===== src/rtl/dma_cmd_arbiter_pkg.sv =====
// Shared types and limits for the debug DMA command arbiter.
package dma_cmd_arbiter_pkg;

    localparam int DMA_ARB_MAXREQ = 4;
    localparam int DMA_ARB_PTRW   = $clog2(DMA_ARB_MAXREQ);
    localparam int DEBUG_DMA_CMDW = 64;

    typedef logic [DEBUG_DMA_CMDW-1:0] debug_dma_cmdif_in_type;
    typedef debug_dma_cmdif_in_type    dma_cmd_word_type;

    typedef enum logic [1:0] {
        IDLE,
        ISSUE,
        WAIT,
        RELEASE
    } dma_arb_state_type;

endpackage


===== src/rtl/dma_cmd_arbiter_rr_pick.sv =====
// Combinational round-robin selector: first set request at or after the pointer, wrapping.
module dma_rr_pick
    import dma_cmd_arbiter_pkg::*;
#(
    parameter int NREQ = 2
)
(
    input  logic [NREQ-1:0]         i_req,
    input  logic [DMA_ARB_PTRW-1:0] i_ptr,
    output logic [NREQ-1:0]         o_gnt,
    output logic [DMA_ARB_PTRW-1:0] o_idx
);

    logic            w_found;
    logic [NREQ-1:0] w_bit;
    int              w_slot;

    always_comb begin
        o_gnt   = '0;
        o_idx   = '0;
        w_found = 1'b0;
        w_bit   = '0;
        w_slot  = 0;
        for (int k = 0; k < NREQ; k++) begin
            // Pointer is always below NREQ, so a single wrap subtraction suffices.
            w_slot = int'(i_ptr) + k;
            if (w_slot >= NREQ) begin
                w_slot = w_slot - NREQ;
            end
            w_bit = NREQ'(1) << w_slot;
            if (!w_found && (|(i_req & w_bit))) begin
                w_found = 1'b1;
                o_gnt   = w_bit;
                o_idx   = DMA_ARB_PTRW'(w_slot);
            end
        end
    end

endmodule


===== src/rtl/dma_cmd_arbiter.sv =====
// Round-robin owner of the debug DMA command interface; grant held until dma_done.
// Optional watchdog abort is built when DMA_ARB_TIMEOUT_EN is defined.
//   state   | meaning
//   IDLE    | no owner; arbitrate among req
//   ISSUE   | dma_cmd_valid high, waiting for dma_cmd_ack
//   WAIT    | command accepted, waiting for dma_done
//   RELEASE | one cycle: gnt_done (or gnt_err) to owner, pointer advances
module dma_cmd_arbiter
    import dma_cmd_arbiter_pkg::*;
#(
    parameter int NREQ = 2,
    parameter int CMDW = 64,
    parameter int TOW  = 16
)
(
    input  logic                 gclk,
    input  logic                 rst,
    input  logic [NREQ-1:0]      req,
    input  logic [NREQ*CMDW-1:0] req_cmd,
    output logic [NREQ-1:0]      gnt,
    output logic [NREQ-1:0]      gnt_done,
    output logic [NREQ-1:0]      gnt_err,
    output logic                 dma_cmd_valid,
    output logic [CMDW-1:0]      dma_cmd,
    input  logic                 dma_cmd_ack,
    input  logic                 dma_done,
    output logic                 busy
);

    if (NREQ < 2 || NREQ > DMA_ARB_MAXREQ || TOW < 2) begin : g_param_chk
        $error("dma_cmd_arbiter: unsupported NREQ or TOW");
    end

    dma_arb_state_type       r_state;
    dma_arb_state_type       w_state_nxt;
    logic [DMA_ARB_PTRW-1:0] r_ptr;
    logic [DMA_ARB_PTRW-1:0] r_owner;
    logic [NREQ-1:0]         r_gnt;
    logic [CMDW-1:0]         r_cmd;
    logic [NREQ-1:0]         w_pick_gnt;
    logic [DMA_ARB_PTRW-1:0] w_pick_idx;
    logic [CMDW-1:0]         w_sel_cmd;
    logic                    w_abort;
    logic                    w_err;

    dma_rr_pick #(.NREQ(NREQ)) u_pick (
        .i_req (req),
        .i_ptr (r_ptr),
        .o_gnt (w_pick_gnt),
        .o_idx (w_pick_idx)
    );

    always_comb begin
        w_sel_cmd = '0;
        for (int i = 0; i < NREQ; i++) begin
            if (w_pick_gnt[i]) begin
                w_sel_cmd = req_cmd[i*CMDW +: CMDW];
            end
        end
    end

`ifdef DMA_ARB_TIMEOUT_EN
    logic [TOW-1:0] r_wd;
    logic [TOW-1:0] w_wd_nxt;
    logic           r_err;

    // Saturating count so an abort still fires if the last step landed on an ack.
    assign w_wd_nxt = (r_wd == '1) ? r_wd : r_wd + 1'b1;
    assign w_err    = r_err;

    always_ff @(posedge gclk) begin
        if (rst) begin
            r_wd  <= '0;
            r_err <= 1'b0;
        end else begin
            r_err <= w_abort;
            if (r_state == ISSUE || r_state == WAIT) begin
                r_wd <= w_wd_nxt;
            end else begin
                r_wd <= '0;
            end
        end
    end
`else
    assign w_err = 1'b0;
`endif

    always_comb begin
        w_state_nxt   = r_state;
        w_abort       = 1'b0;
        gnt           = r_gnt;
        gnt_done      = '0;
        gnt_err       = '0;
        dma_cmd_valid = 1'b0;
        dma_cmd       = r_cmd;
        busy          = (r_state != IDLE);
        case (r_state)
            IDLE: begin
                if (|req) begin
                    w_state_nxt = ISSUE;
                end
            end
            ISSUE: begin
                dma_cmd_valid = 1'b1;
                if (dma_cmd_ack && dma_done) begin
                    w_state_nxt = RELEASE;
                end else if (dma_cmd_ack) begin
                    w_state_nxt = WAIT;
                end
`ifdef DMA_ARB_TIMEOUT_EN
                else if (w_wd_nxt == '1) begin
                    w_state_nxt = RELEASE;
                    w_abort     = 1'b1;
                end
`endif
            end
            WAIT: begin
                if (dma_done) begin
                    w_state_nxt = RELEASE;
                end
`ifdef DMA_ARB_TIMEOUT_EN
                else if (w_wd_nxt == '1) begin
                    w_state_nxt = RELEASE;
                    w_abort     = 1'b1;
                end
`endif
            end
            RELEASE: begin
                w_state_nxt = IDLE;
                if (w_err) begin
                    gnt_err = r_gnt;
                end else begin
                    gnt_done = r_gnt;
                end
            end
            default: w_state_nxt = IDLE;
        endcase
    end

    always_ff @(posedge gclk) begin
        if (rst) begin
            r_state <= IDLE;
            r_ptr   <= '0;
            r_owner <= '0;
            r_gnt   <= '0;
            r_cmd   <= '0;
        end else begin
            r_state <= w_state_nxt;
            if (r_state == IDLE && (|req)) begin
                r_gnt   <= w_pick_gnt;
                r_owner <= w_pick_idx;
                r_cmd   <= w_sel_cmd;
            end
            if (r_state == RELEASE) begin
                r_gnt <= '0;
                r_cmd <= '0;
                r_ptr <= (r_owner == DMA_ARB_PTRW'(NREQ-1)) ? '0 : r_owner + 1'b1;
            end
        end
    end

endmodule

===== config.mk =====
export PLATFORM = sky130hd
export DESIGN_NAME = dma_cmd_arbiter
export DESIGN_NICKNAME = d
export VERILOG_FILES = /design/src/rtl/dma_cmd_arbiter_pkg.sv /design/src/rtl/dma_cmd_arbiter_rr_pick.sv /design/src/rtl/dma_cmd_arbiter.sv
export SDC_FILE = /design/constraint.sdc
export NUM_CORES = 1
export LEC_CHECK = 0
export BUFFER_PORTS_ARGS = -buffer_cell sky130_fd_sc_hd__buf_2
export CAP_MARGIN = 20
export CORE_ASPECT_RATIO = 2
export CORE_MARGIN = 3
export CORE_UTILIZATION = 30
export DETAILED_ROUTE_END_ITERATION = 16
export PLACE_DENSITY = 0.55
export SLEW_MARGIN = 0
export SYNTH_ARGS = -nofsm -noshare
export SYNTH_HDL_FRONTEND = slang
export SYNTH_SLANG_ARGS = --single-unit

===== constraint.sdc =====
create_clock -name gclk -period 4.7 [get_ports gclk]
set_clock_uncertainty 0.2 [all_clocks]
set_input_delay 0.235 -clock gclk [delete_from_list [all_inputs] [get_ports gclk]]
set_output_delay 0.235 -clock gclk [all_outputs]
set_load 0.1 [all_outputs]

# After elaboration in Yosys (flattened, before gate mapping)
# Index checks and enable logic that the tools add are counted.
[classes] n_reduce_logical=11 n_addsub=4 mux=17 eq_ne=7 bitwise_logic=2 shift=2 magnitude_cmp=2
[ops] operator="$mux 64" count=2
[ops] operator="$mux 32" count=2
[ops] operator="$shl 1x32->2 const A" count=2
[ops] operator="$ge 32x3->1 const B" count=1
[ops] operator="$sub 32x3->32 const B" count=1
[ops] operator="$mux 2" count=10
[ops] operator="$pmux 2 s4" count=1
[ops] operator="$reduce_or 2->1" count=4
[ops] operator="$and 2x2->2" count=2
[ops] operator="$eq 2x1->1 const B" count=2
[ops] operator="$eq 2x2->1 const B" count=2
[ops] operator="$add 2x1->3 const B" count=1
[ops] operator="$logic_and 1x1->1" count=3
[ops] operator="$ne 3x3->1 const B" count=1
[ops] operator="$reduce_and 3->1" count=1
[ops] operator="$sub 2x2->3 const B" count=1
[ops] operator="$add 2x1->2 const B" count=1
[ops] operator="$ge 2x2->1 const B" count=1
[ops] operator="$logic_not 2->1" count=1
[ops] operator="$mux 1" count=2
[ops] operator="$ne 2x1->1 const B" count=1
[ops] operator="$ne 2x2->1 const B" count=1
[ops] operator="$reduce_bool 2->1" count=1
[ops] operator="$logic_not 1->1" count=1
[word_totals] input_bits=134 wordCells=50 regBits=72

# Longest topological paths before layout
[depth] ltp_word=11 depth_mapped=7 depth_no_buf=5

# Modules after synthesis
# From an unflattened synthesis, not the netlist that was laid out.
[hier_totals] hier_cells=351 area_unflattened_um2=3054.2
[by_module_without_submodules] mod="dma_cmd_arbiter" n_inst=1 seq_area_each_um2=1441.4 cells_per_inst=344 area_each_um2=3009.1
[by_module_without_submodules] mod="dma_rr_pick" n_inst=1 seq_area_each_um2=0.0 cells_per_inst=7 area_each_um2=45.0

# Worst setup path before layout
# Ideal clock, no wire load.
[synth_timing] kind="register -> output" start="reg r_gnt[1], in the netlist gnt[1]" end="out gnt_done[1]" setup_slack_ps=2452 required_ps=4265 path_stages_with_launch=2 arrival_time_ps=1813 cell_sequence="dfxtp_1 and2_1"
[synth_via] elab_chain_len=1
[synth_lines] element="start: declaration" line_no="dma_cmd_arbiter.sv:38" text="logic [NREQ-1:0] r_gnt;"
[synth_lines] element="start signal: assignment" line_no="dma_cmd_arbiter.sv:150" text="r_gnt <= w_pick_gnt;"
[synth_lines] element="$mux 2" line_no="dma_cmd_arbiter.sv:97" text="case (r_state)"
[synth_lines] element="end: declaration" line_no="dma_cmd_arbiter.sv:21" text="output logic [NREQ-1:0] gnt_done,"
# No other way between the ends.

# Worst setup path after layout
[layout_timing] start="in req[1]" end="reg r_cmd[31], in the netlist dma_cmd[31]"
[layout_via] elab_chain_len=8 word_cells_on_any_way=13 classes_between="5 x mux; 2 x bitwise; 6 x reduce/logical"
[layout_lines] element="start: declaration" line_no="dma_cmd_arbiter.sv:18" text="input logic [NREQ-1:0] req,"
[layout_lines] element="$and 2x2->2" line_no="dma_cmd_arbiter_rr_pick.sv:31" text="if (!w_found && (|(i_req & w_bit))) begin"
[layout_lines] element="$reduce_or 2->1" line_no="dma_cmd_arbiter_rr_pick.sv:31"
[layout_lines] element="$mux 1" line_no="dma_cmd_arbiter_rr_pick.sv:31"
[layout_lines] element="$logic_not 1->1" line_no="dma_cmd_arbiter_rr_pick.sv:31"
[layout_lines] element="$logic_and 1x1->1" line_no="dma_cmd_arbiter_rr_pick.sv:31"
[layout_lines] element="$mux 2" line_no="dma_cmd_arbiter_rr_pick.sv:31"
[layout_lines] element="$mux 64 (2 in series)" line_no="dma_cmd_arbiter.sv:56" text="if (w_pick_gnt[i]) begin"
[layout_lines] element="end signal: assignment" line_no="dma_cmd_arbiter.sv:152" text="r_cmd <= w_sel_cmd;"
[layout_lines] element="end: declaration" line_no="dma_cmd_arbiter.sv:39" text="logic [CMDW-1:0] r_cmd;"
# Parallel ways exist; a longest one is shown, timed or not.
# A chain may end at the register's enable or synchronous reset.

==> qor.yml <==
cells_and_area:
  layout_commonest_cell: "buf_2"
  drive_gt1_share_pct: 38.0
  n_fill_cell: 1280
  layout_common_cells: "buf_2 (203), dfxtp_1 (72), nand2_1 (67)"
  area_delta_synth_final_pct: 35.1
  layout.nets: 730
setup_path:
  cp-start-kind: "input pin"
  cpMaxStageDelayCell: "a21boi_4"
  worstPathCellList: "buf_2 -> a21boi_4 -> buf_4 -> o221ai_1 -> o211a_1"
  worst-path-max-fanout: 69
  critPathKind: "input pin to flop"
  cpPeakStageDelay_ns: 0.87
  rrSetupSlack_ns: 2.36
  required_ns: 4.72
  crit_arrival_ns: 2.49
  critPathCaptureType: "flop"
drt:
  first_pass_iters: 5
  drc: 0
  route.detailed.vias_per_inst: 5.35
  vias: 3986
  ant_nets: 0
  drt_wl_total_um: 12800
  first_iter_violations: 204
  routedWlPerCell_um: 17.1
place:
  io_buffers: 203
  dp_hpwl_um: 8980
  gp_congestion: 0.809
cts:
  clk_latency_ns: 0.32
  clkTransAtPathRegs_ns: 0.06
  root_buffer: "clkbuf_16"
  htree_num_levels: 3
  numCtsBuffers: 9
  cts_tree: "yes"
  cts.sinks: 72
  cts_resized: 0
  clk_path_buf_depth: 2
power_and_ir_drop:
  ir_worst_vdd_uv: 439
  p_leak_nw: 2.86
  powerDensity_nw_per_um2: 872
  power_frac_seq_pct: 22.1
  finalPower_mw: 4.47
  clkPwrFrac_pct: 14.7
  swShare_pct: 59.9
  p_int_mw: 1.79
  power.share.combinational_pct: 63.3
  p_switching_mw: 2.68
timing:
  slew_violations: 0
  rsz0062_at_grt: "false"
  worstMarginPinSlew_ns: 1.07
  slew-limit-headroom_pct: 28.5
  hold_viol_final: 0
  setup_viol: 0
  period_share_pct: 52.6
  timing.fmax_mhz: 404
  fin_crit_ns: 2.47
  setup-tns-final_ns: 0
floorplan:
  std_cell_rows: 57
  die_w_um: 85.5
  chipHeight_um: 165
  io_pins: 206
  coreArea_um2: 12300
  start_util_pct: 30.9
  die_area_um2: 14100
logic_synthesis:
  synth_area_um2: 3790
  ys_types: 27
  synth-seq-cells: 72
  avgSynthCellArea_um2: 8.97
  syn_inst: 423
  ys_warn_count: 0
  ys_seq_area_share_pct: 38.0
flow_run:
  drv_cap: 0
grt:
  antenna_found_initial: 1
  grt_max_degree: 71
  gr-total-overflow: 0
  grt_usage_pct: 17.5
  grt_pass1_vias: 3993
  grt_pass1_wl_um: 19600
worst_hold_path:
  min_path_type: "input pin to flop"
outcome:
  outcome: "finished, final reports clean"
==> final timing paths <==
check                                 start     endpoint  cells after the start
worst max-delay path                 req[1]  dma_cmd[31]                      5
worst min-delay path            req_cmd[28]  dma_cmd[28]                      4
worst max register to register     r_ptr[0]  dma_cmd[31]                      4
worst min register to register   r_owner[1]     r_ptr[1]                      2
==> stage by stage <==
step           cells  area (µm²)  util (%)  hold WS (ns)  setup slack, ns
3_3_place_gp     727        4830      39.4         0.248             1.97
3_5_place_dp     727        4830      39.4         0.262             1.91
4_1_cts          744        5120      41.7        0.0931             2.26
2_1_floorplan    424        3800         -         0.104             2.45
6_report         745        5120      41.8         0.111             2.23
5_1_grt          745        5120      41.8         0.132             2.10
==> critical path, delay by kind of cell <==
family / cells / cell delay [ns]
compound gates: 3 / 1.27
buf+inv: 2 / 0.90
==> synthesized netlist by cell type, drive strengths merged <==
cell type  number  area, µm²
nand2b          4       25.0
inv             7       26.3
nor2b          65        407
ha              4       50.1
a21boi          2       15.0
nor3            1       5.00
a21oi           2       10.0
o22ai           1       6.26
nor2            3       11.3
a221o           1       10.0
conb            1       3.75
o21a            2       15.0
mux2i           2       20.0
buf            28        143
nand3           1       5.00
nand2          67        251
and2            3       18.8
clkbuf         25       93.8
dfxtp          72       1440
o211ai          1       7.51
a2111oi         2       18.8
o211a          64        641
nor3b           1       7.51
o221ai         64        561
==> registers in the layout (all words and copies together), names as in the netlist <==
register,flops
r_state,2
dma_cmd,64
gnt,2
r_ptr,2
r_owner,2
==> repair_timing <==
| item | 4_1_cts | 5_1_grt |
|---|---|---|
| setup buffers | 0 | 0 |
| endpoints found under the hold margin | 4 | 0 |
| hold buffers | 1 | 0 |
==> kinds of logic (layout without fill, tap and decap cells) <==
logic type,count (synthesis),in the layout,share of synthesized area (%)
AND/OR/NAND/NOR,145,145,19.3
AO/OA/AOI/OAI,139,139,33.9
flip-flops,72,72,38.0
buffers and inverters,60,233,6.93
adder cells (fa/ha/maj),4,4,1.32
multiplexers,2,2,0.528
other,1,3,0.0989
==> routing by layer <==
metal	vias to the layer above	global-route usage, %	wire (µm)
li1	1902	-	-
met1	1898	18.7	4530
met2	163	32.2	7020
met3	23	2.90	823
met4	0	8.93	385
met5	-	0	0
==> power by group through the flow <==
stage / Combinational (mW) / Clock [mW] / Sequential [mW]
after detailed placement: 2.85 / 0 / 0.996
after CTS: 2.85 / 0.679 / 0.987
after global routing: 2.95 / 0.702 / 1.01
after global placement: 2.82 / 0 / 0.994
final: 2.83 / 0.655 / 0.987
after floorplan: 0.770 / 0 / 2.59
==> layout make-up <==
| cell class | instances | area (µm²) | area share, % |
|---|---|---|---|
| clock buffers | 12 | 236 | 4.62 |
| multi-input cells | 292 | 2120 | 41.3 |
| repair buffers | 210 | 1070 | 20.9 |
| diodes | 1 | 2.50 | 0.0489 |
| well taps | 147 | 184 | 3.59 |
| clock inverters | 4 | 45.0 | 0.879 |
| inverters | 7 | 26.3 | 0.513 |
| flip-flops and latches | 72 | 1440 | 28.1 |
Power figures use the tool's default switching activity.
